**src/rtl/load_store_unit.sv**
```systemverilog
// load_store_unit
//   Moves one RV32I load or store between the core and a ready/valid data
//   memory. A request is latched in IDLE, checked for legality (funct3 and
//   alignment), then issued in REQUEST until mem_ready or the timeout, and
//   reported with a one-cycle DONE.
// Ports
//   clk, reset_n                 clock, synchronous active-low reset
//   lsu_start, lsu_store         request strobe (IDLE only), 1=store 0=load
//   funct3, lsu_address, rs2     access size/sign, byte address, store data
//   lsu_busy, lsu_done           not-IDLE flag, one-cycle completion pulse
//   lsu_error                    qualifies lsu_done: illegal, misaligned, timeout
//   load_value                   extended result of the last successful load
//   mem_req, mem_we, mem_address, mem_byte_en, mem_wdata   memory request
//   mem_rdata, mem_ready         memory response
module load_store_unit #(
  parameter int MEM_TIMEOUT = 15
) (
  input  logic        clk,
  input  logic        reset_n,
  input  logic        lsu_start,
  input  logic        lsu_store,
  input  logic [2:0]  funct3,
  input  logic [31:0] lsu_address,
  input  logic [31:0] rs2,
  output logic        lsu_busy,
  output logic        lsu_done,
  output logic        lsu_error,
  output logic [31:0] load_value,
  output logic        mem_req,
  output logic        mem_we,
  output logic [31:0] mem_address,
  output logic [3:0]  mem_byte_en,
  output logic [31:0] mem_wdata,
  input  logic [31:0] mem_rdata,
  input  logic        mem_ready
);

  localparam int CNT_W = (MEM_TIMEOUT > 1) ? $clog2(MEM_TIMEOUT) : 1;
  localparam logic [CNT_W-1:0] CNT_LAST = CNT_W'(MEM_TIMEOUT - 1);

  typedef enum logic [1:0] {IDLE, REQUEST, DONE} state_t;

  state_t            r_state;
  state_t            w_state_nxt;
  logic              r_store;
  logic [2:0]        r_funct3;
  logic [31:0]       r_addr;
  logic [31:0]       r_rs2;
  logic              r_err;
  logic [CNT_W-1:0]  r_cnt;
  logic [31:0]       r_load_value;
  logic              w_legal;
  logic              w_hs;
  logic              w_timeout;

  // funct3 legality plus natural alignment of the access
  function automatic logic is_legal(input logic st, input logic [2:0] f3,
                                    input logic [1:0] a);
    logic ok;
    case (f3)
      3'b000:  ok = 1'b1;
      3'b001:  ok = ~a[0];
      3'b010:  ok = (a == 2'b00);
      3'b100:  ok = ~st;
      3'b101:  ok = ~st & ~a[0];
      default: ok = 1'b0;
    endcase
    return ok;
  endfunction

  function automatic logic [3:0] byte_en(input logic [1:0] sz, input logic [1:0] a);
    logic [3:0] be;
    case (sz)
      2'b00:   be = 4'b0001 << a;
      2'b01:   be = 4'b0011 << {a[1], 1'b0};
      default: be = 4'b1111;
    endcase
    return be;
  endfunction

  // Store data is replicated across lanes so byte_en alone selects the target
  function automatic logic [31:0] store_data(input logic [1:0] sz, input logic [31:0] d);
    logic [31:0] wd;
    case (sz)
      2'b00:   wd = {4{d[7:0]}};
      2'b01:   wd = {2{d[15:0]}};
      default: wd = d;
    endcase
    return wd;
  endfunction

  function automatic logic [31:0] load_extract(input logic [2:0] f3, input logic [1:0] a,
                                               input logic [31:0] d);
    logic [31:0] sh;
    logic [31:0] v;
    sh = d >> {a, 3'b000};
    case (f3)
      3'b000:  v = {{24{sh[7]}}, sh[7:0]};
      3'b001:  v = {{16{sh[15]}}, sh[15:0]};
      3'b100:  v = {24'b0, sh[7:0]};
      3'b101:  v = {16'b0, sh[15:0]};
      default: v = d;
    endcase
    return v;
  endfunction

  always_comb begin
    w_state_nxt = r_state;
    w_hs        = 1'b0;
    w_timeout   = 1'b0;
    w_legal     = is_legal(lsu_store, funct3, lsu_address[1:0]);
    case (r_state)
      IDLE: begin
        if (lsu_start) w_state_nxt = w_legal ? REQUEST : DONE;
      end
      REQUEST: begin
        // a handshake on the final allowed cycle wins over the timeout
        w_hs      = mem_ready;
        w_timeout = ~mem_ready && (r_cnt == CNT_LAST);
        if (w_hs || w_timeout) w_state_nxt = DONE;
      end
      DONE:    w_state_nxt = IDLE;
      default: w_state_nxt = IDLE;
    endcase
  end

  always_ff @(posedge clk) begin
    if (!reset_n) begin
      r_state      <= IDLE;
      r_cnt        <= '0;
      r_err        <= 1'b0;
      r_load_value <= '0;
    end else begin
      r_state <= w_state_nxt;
      case (r_state)
        IDLE: begin
          if (lsu_start) begin
            r_err <= ~w_legal;
            r_cnt <= '0;
          end
        end
        REQUEST: begin
          r_cnt <= r_cnt + 1'b1;
          if (w_hs) begin
            r_err <= 1'b0;
            if (!r_store) r_load_value <= load_extract(r_funct3, r_addr[1:0], mem_rdata);
          end else if (w_timeout) begin
            r_err <= 1'b1;
          end
        end
        default: ;
      endcase
    end
  end

  // Request fields: captured once in IDLE, stable for the whole access
  always_ff @(posedge clk) begin
    if (r_state == IDLE && lsu_start) begin
      r_store  <= lsu_store;
      r_funct3 <= funct3;
      r_addr   <= lsu_address;
      r_rs2    <= rs2;
    end
  end

  assign lsu_busy    = (r_state != IDLE);
  assign lsu_done    = (r_state == DONE);
  assign lsu_error   = lsu_done & r_err;
  assign mem_req     = (r_state == REQUEST);
  assign mem_we      = mem_req & r_store;
  assign mem_address = mem_req ? {r_addr[31:2], 2'b00} : '0;
  assign mem_byte_en = mem_req ? byte_en(r_funct3[1:0], r_addr[1:0]) : '0;
  assign mem_wdata   = (mem_req & r_store) ? store_data(r_funct3[1:0], r_rs2) : '0;
  assign load_value  = r_load_value;

endmodule

```
**config.mk**
```make
export PLATFORM = sky130hd
export DESIGN_NAME = load_store_unit
export DESIGN_NICKNAME = d
export VERILOG_FILES = /design/src/rtl/load_store_unit.sv
export SDC_FILE = /design/constraint.sdc
export NUM_CORES = 1
export LEC_CHECK = 0
export CAP_MARGIN = 20
export CORE_MARGIN = 2
export CORE_UTILIZATION = 45
export DETAILED_ROUTE_END_ITERATION = 7
export PLACE_DENSITY = 0.87
export SETUP_SLACK_MARGIN = 0.02
export SLEW_MARGIN = 20
export SYNTH_ARGS = -nofsm -noshare
export SYNTH_HDL_FRONTEND = slang
export SYNTH_SLANG_ARGS = --single-unit
```
**constraint.sdc**
```tcl
create_clock -name clk -period 9.7 [get_ports clk]
set_input_delay 2.91 -clock clk [delete_from_list [all_inputs] [get_ports clk]]
set_output_delay 2.91 -clock clk [all_outputs]
set_load 0.05 [all_outputs]
```
Word level (Yosys, flattened, before mapping)
Index checks and enable logic that the tools add are counted.
- input bits: 104
- bits in latches: 0
- register bits: 107
- memory bits (writable): 0
- logic and storage cells: 67
- memory bits (read-only): 0
- output and inout bits: 105
- memories: 0
- $lt $le $gt $ge: 0
- div/mod/pow operators: 0
- eq/ne operators: 14
- multiply operators: 0
- $add $sub $neg: 1
- muxes and demuxes: 19
- bitwise gates (word level): 8
- reduce and logical (&&, ||, !) cells: 14
- shift-type cells: 3
- operators with widths (cell ; count):
    one-hot mux 32 bit (4 select lines) ; 1
    2-to-1 mux 32 bit ; 2
    one-hot mux 32 bit (2 select lines) ; 1
    right shift 32 x 5 -> 16 bit ; 1
    one-hot mux 4 bit (2 select lines) ; 2
    == test 3 bit (second input constant) ; 4
    2-to-1 mux 4 bit ; 2
    == test 3 x 1 -> 1 bit (second input constant) ; 2
    zero test 2 bit ; 3
    zero test 3 bit ; 2
    2-to-1 mux 2 bit ; 3
    AND reduction 3 bit ; 2
    2-to-1 mux 1 bit ; 5
    inverter 1 bit ; 5
    one-hot mux 1 bit (5 select lines) ; 1
    adder 4 x 1 -> 4 bit (second input constant) ; 1
    == test 2 x 1 -> 1 bit (second input constant) ; 2
    == test 4 bit (second input constant) ; 1
    one-hot mux 2 bit (2 select lines) ; 1
    AND reduction 2 bit ; 2
    nonzero test 2 bit ; 2
    left shift 1 x 2 -> 4 bit (first input constant) ; 1
    left shift 2 x 2 -> 4 bit (first input constant) ; 1
    bitwise AND 1 bit ; 3
    other kinds (8) ; 9

Longest topological paths before layout
- word-level depth: 6
- mapped depth: 6
- mapped depth without buffers: 6

Least setup slack after synthesis
No wires, ideal clock.
- kind: input-to-reg
- start: input port lsu_start
- end: register r_addr[0], enable pin
- setup slack: 3.437 ns
- required time: 9.205 ns
- data arrival time: 5.768 ns
- library setup time: 0.495 ns
- stages: 2
- path buffers: 0
- cell sequence: inv_1 > nor2_1
- longest elaborated chain between the ends: 1
- ends and longest elaborated chain (item ; line ; RTL):
    start, declared ; 20 ; input logic lsu_start,
    logical AND 1 bit ; 158 ; if (r_state == IDLE && lsu_start) begin
    end signal, assigned ; 161 ; r_addr <= lsu_address;
    end, declared ; 47 ; logic [31:0] r_addr;
No other way between the ends.
A chain may end at the register's enable or synchronous reset.

Worst setup path in the final report
- start: register r_state[0]
- end: output port mem_wdata[12]
- longest elaborated chain between the ends: 3
- ends and longest elaborated chain (item ; line ; RTL):
    start, declared ; 43 ; state_t r_state;
    start signal, assigned ; 134 ; r_state <= w_state_nxt;
    == test 2 x 1 -> 1 bit ; 169 ; assign mem_req = (r_state == REQUEST);
    bitwise AND 1 bit ; 173 ; assign mem_wdata = (mem_req & r_store) ? store_data(r_funct3[1:0], r_rs2) : '0;
    2-to-1 mux 32 bit ; 173 ;
    end, declared ; 33 ; output logic [31:0] mem_wdata,
No other way between the ends.

==> flow_metrics.env <==
export IMPL_outcome="complete, no violations"
export IMPL_grt_max_degree=69
export IMPL_fin_skew_ns=0.006045
export IMPL_register_area_sq_mm=0.002823
export IMPL_insertion_delay_ns=0.34
export IMPL_dieArea_sq_mm=0.01218
export IMPL_min_period_ns=6.167
export IMPL_critical_path_cell_chain="nand2b_1 > inv_2 > nand2_1 > a21oi_1 > clkdlybuf4s50_1"
export IMPL_total_power_mw=1.103
export IMPL_p_int_mw=0.8034
export IMPL_seqPwrFrac=0.485
export IMPL_hold_viol=0
export IMPL_p_per_area_mw_per_mm2=147.4
export IMPL_drt_iter0_drc=426
export IMPL_ir_drop_mv=0.1148
export IMPL_io_pins=209
export IMPL_synth_main_ff_cell="edfxtp_1"
export IMPL_startpoint_type="flip-flop"
export IMPL_p_comb_frac=0.185
export IMPL_timing_critical_path_buf_inv=2
export IMPL_crit_start="r_state[0]"
export IMPL_path_delay_family="buffers and inverters"
export IMPL_netlist_area_leader_share=0.4012
export IMPL_worstSetupPathType="flip-flop to primary output"
export IMPL_cp_required_ns=6.79
export IMPL_wl_per_cell_microns=19.56
export IMPL_route_detailed_drc=0
export IMPL_synth_most_common_cell="edfxtp_1"
export IMPL_crit_fanout=44
export IMPL_start_util=0.4654
export IMPL_slowest_delay_ns=0.85
export IMPL_vias=4353
export IMPL_power_switching_mw=0.2992
export IMPL_synth_cells=460
export IMPL_ys_ff_latch=107
export IMPL_layout_nets=751
export IMPL_grt_overflow=0
export IMPL_rsz0062_at_grt="no"
export IMPL_holdCritPathClass="flip-flop to flip-flop"
export IMPL_die_y_microns=110.4
export IMPL_gp_congestion=0.8865
export IMPL_tritoncts="done"
export IMPL_diodes=0
export IMPL_setup_violations=0
export IMPL_via_per_inst=5.517
export IMPL_cts_resized=0
export IMPL_firstDrtPassIters=5
export IMPL_rr_startpoint="r_addr[1]"
export IMPL_root_buffer="clkbuf_16"
export IMPL_cts_setup_buffers=0
export IMPL_area_growth_syn_to_layout_pct=46.93
export IMPL_multiInputGateArea_sq_mm=0.002074
export IMPL_die_x_microns=110.4
export IMPL_yosysSeqAreaShare=0.5546
export IMPL_min_delay_start="load_value[5]"
export IMPL_synth_area_sq_mm=0.005090
export IMPL_tightest_slew_ns=0.9416
export IMPL_fillers=793
export IMPL_cp_arrival_ns=3.26
export IMPL_power_switching_share=0.2714
export IMPL_ys_top_cells_by_count="68 x edfxtp_1, 47 x nand2_1, 39 x dfxtp_1, 33 x nor2_1, 32 x and2_1"
export IMPL_maxSlewHeadroom=0.3723
export IMPL_yosys_top_cells_area="edfxtp_1 40%, dfxtp_1 15%, mux2i_1 4.7%"
export IMPL_h_tree_depth=3
export IMPL_grt_pass1_vias=4301
export IMPL_antenna_found_initial=0
export IMPL_syn_area_per_cell_sq_um=11.06
export IMPL_fin_crit_sh=0.6358
export IMPL_synth_edf_count=68
export IMPL_port_buffers=206
export IMPL_crit_path_end_kind="primary output"
export IMPL_ys_warn_count=0
export IMPL_maxCapViolCount=0
export IMPL_core_sq_mm=0.01094
export IMPL_wirelength_mm=15.44
export IMPL_path_clk_slew_ns=0.07
export IMPL_clock_sinks=107
export IMPL_grt_usage=0.2515
export IMPL_cp_slowest_cell="clkdlybuf4s50_1"
export IMPL_postRouteAntennaNets=0
export IMPL_hold_ws_ns=0.5013
export IMPL_final_setup_tns_ns=0
export IMPL_leakage_nw=2.783
export IMPL_cts_buffer_depth=2
export IMPL_cts_buffers=9
export IMPL_grt_pass1_wl_mm=22.71
export IMPL_drv_slew=0
export IMPL_async_reset_ff_frac=0
export IMPL_ctsHoldBuffers=0
export IMPL_dp_hpwl_mm=11.16
export IMPL_max_freq_mhz=162.2
export IMPL_yosysUniqueCellTypes=47
export IMPL_drive_gt1_frac=0.07088
export IMPL_synth_top_area_cell="edfxtp_1"
export IMPL_p_clk_frac=0.331
export IMPL_rows=38
[flip-flops by register name, indices dropped and copies added, names as in the netlist]
name,flops
load_value,32
r_addr,32
r_cnt,4
r_err,1
r_funct3,3
r_rs2,32
r_state,2
r_store,1
[kinds of logic after synthesis]
family / Yosys count / share of synthesized area
AND/OR/NAND/NOR: 162 / 0.1605
AO/OA/AOI/OAI: 110 / 0.1654
flip-flops: 107 / 0.5546
buffers and inverters: 43 / 0.04007
multiplexers: 35 / 0.07375
adder cells (fa/ha/maj): 2 / 0.004916
other: 1 / 0.0007368
[stage by stage]
| stage | worst slack (ns) | cells | utilization | instance area, sq um |
|---|---|---|---|---|
| 2_1_floorplan | 3.437 | 461 | - | 5094 |
| 3_3_place_gp | 4.146 | 774 | 0.6572 | 7187 |
| 3_5_place_dp | 3.946 | 774 | 0.6572 | 7187 |
| 4_1_cts | 3.554 | 789 | 0.6839 | 7478 |
| 5_1_grt | 3.313 | 789 | 0.6839 | 7478 |
| 6_report | 3.533 | 789 | 0.6839 | 7478 |
[power by group through the flow]
stage	registers, mW	clock network, mW	logic [mW]
final	0.534	0.365	0.203
after global routing	0.537	0.387	0.215
after CTS	0.534	0.371	0.204
after detailed placement	0.544	0	0.202
after global placement	0.542	0	0.199
after floorplan	0.545	0	0.111
[path summary, 6_finish.rpt]
check	slack (ns)	endpoint	cells past startpoint
min reg2reg	0.50	load_value[5]	1
max reg2reg	7.33	load_value[16]	4
max	3.53	mem_wdata[12]	5
min	0.50	load_value[5]	1
[per-layer routing]
| layer | vias to the layer above | GRT usage | routed length [microns] |
|---|---|---|---|
| met3 | 32 | 0.06643 | 1452 |
| li1 | 2034 | - | - |
| met1 | 2061 | 0.3032 | 5893 |
| met4 | 0 | 0.1045 | 463 |
| met5 | - | 0 | 0 |
| met2 | 226 | 0.4264 | 7625 |
[cell type report]
type                            count  area share
Sequential cell                   107      0.3774
Multi-Input combinational cell    311      0.2774
Clock inverter                      5    0.008365
Tap cell                          140     0.02342
Clock buffer                       10     0.03062
Inverter                            6    0.003012
Timing Repair Buffer              210      0.2797
[cell usage in the layout (no fill, tap or decap), types with 2 or more instances in the layout]
cell type / netlist / routed
buf_4: 2 / 4
clkdlybuf4s50_1: 0 / 206
nor2_1: 33 / 32
nor2b_1: 11 / 11
conb_1: 1 / 2
o21ai_0: 30 / 30
edfxtp_1: 68 / 68
mux2_2: 10 / 10
o211ai_1: 2 / 2
mux2i_1: 24 / 24
a22oi_1: 9 / 9
nand2_1: 47 / 47
and3_1: 16 / 16
o21ai_1: 4 / 4
and2_1: 32 / 32
a31oi_1: 7 / 7
ha_1: 2 / 2
a2bb2oi_1: 5 / 5
inv_1: 5 / 5
a31oi_4: 10 / 10
clkinvlp_4: 0 / 2
nand3_1: 10 / 10
a21oi_1: 26 / 26
o211a_1: 3 / 3
clkbuf_16: 0 / 9
o2bb2ai_1: 7 / 7
or2_2: 2 / 2
dfxtp_1: 39 / 39
o21bai_1: 3 / 3
(Power assumes the default switching activity.)
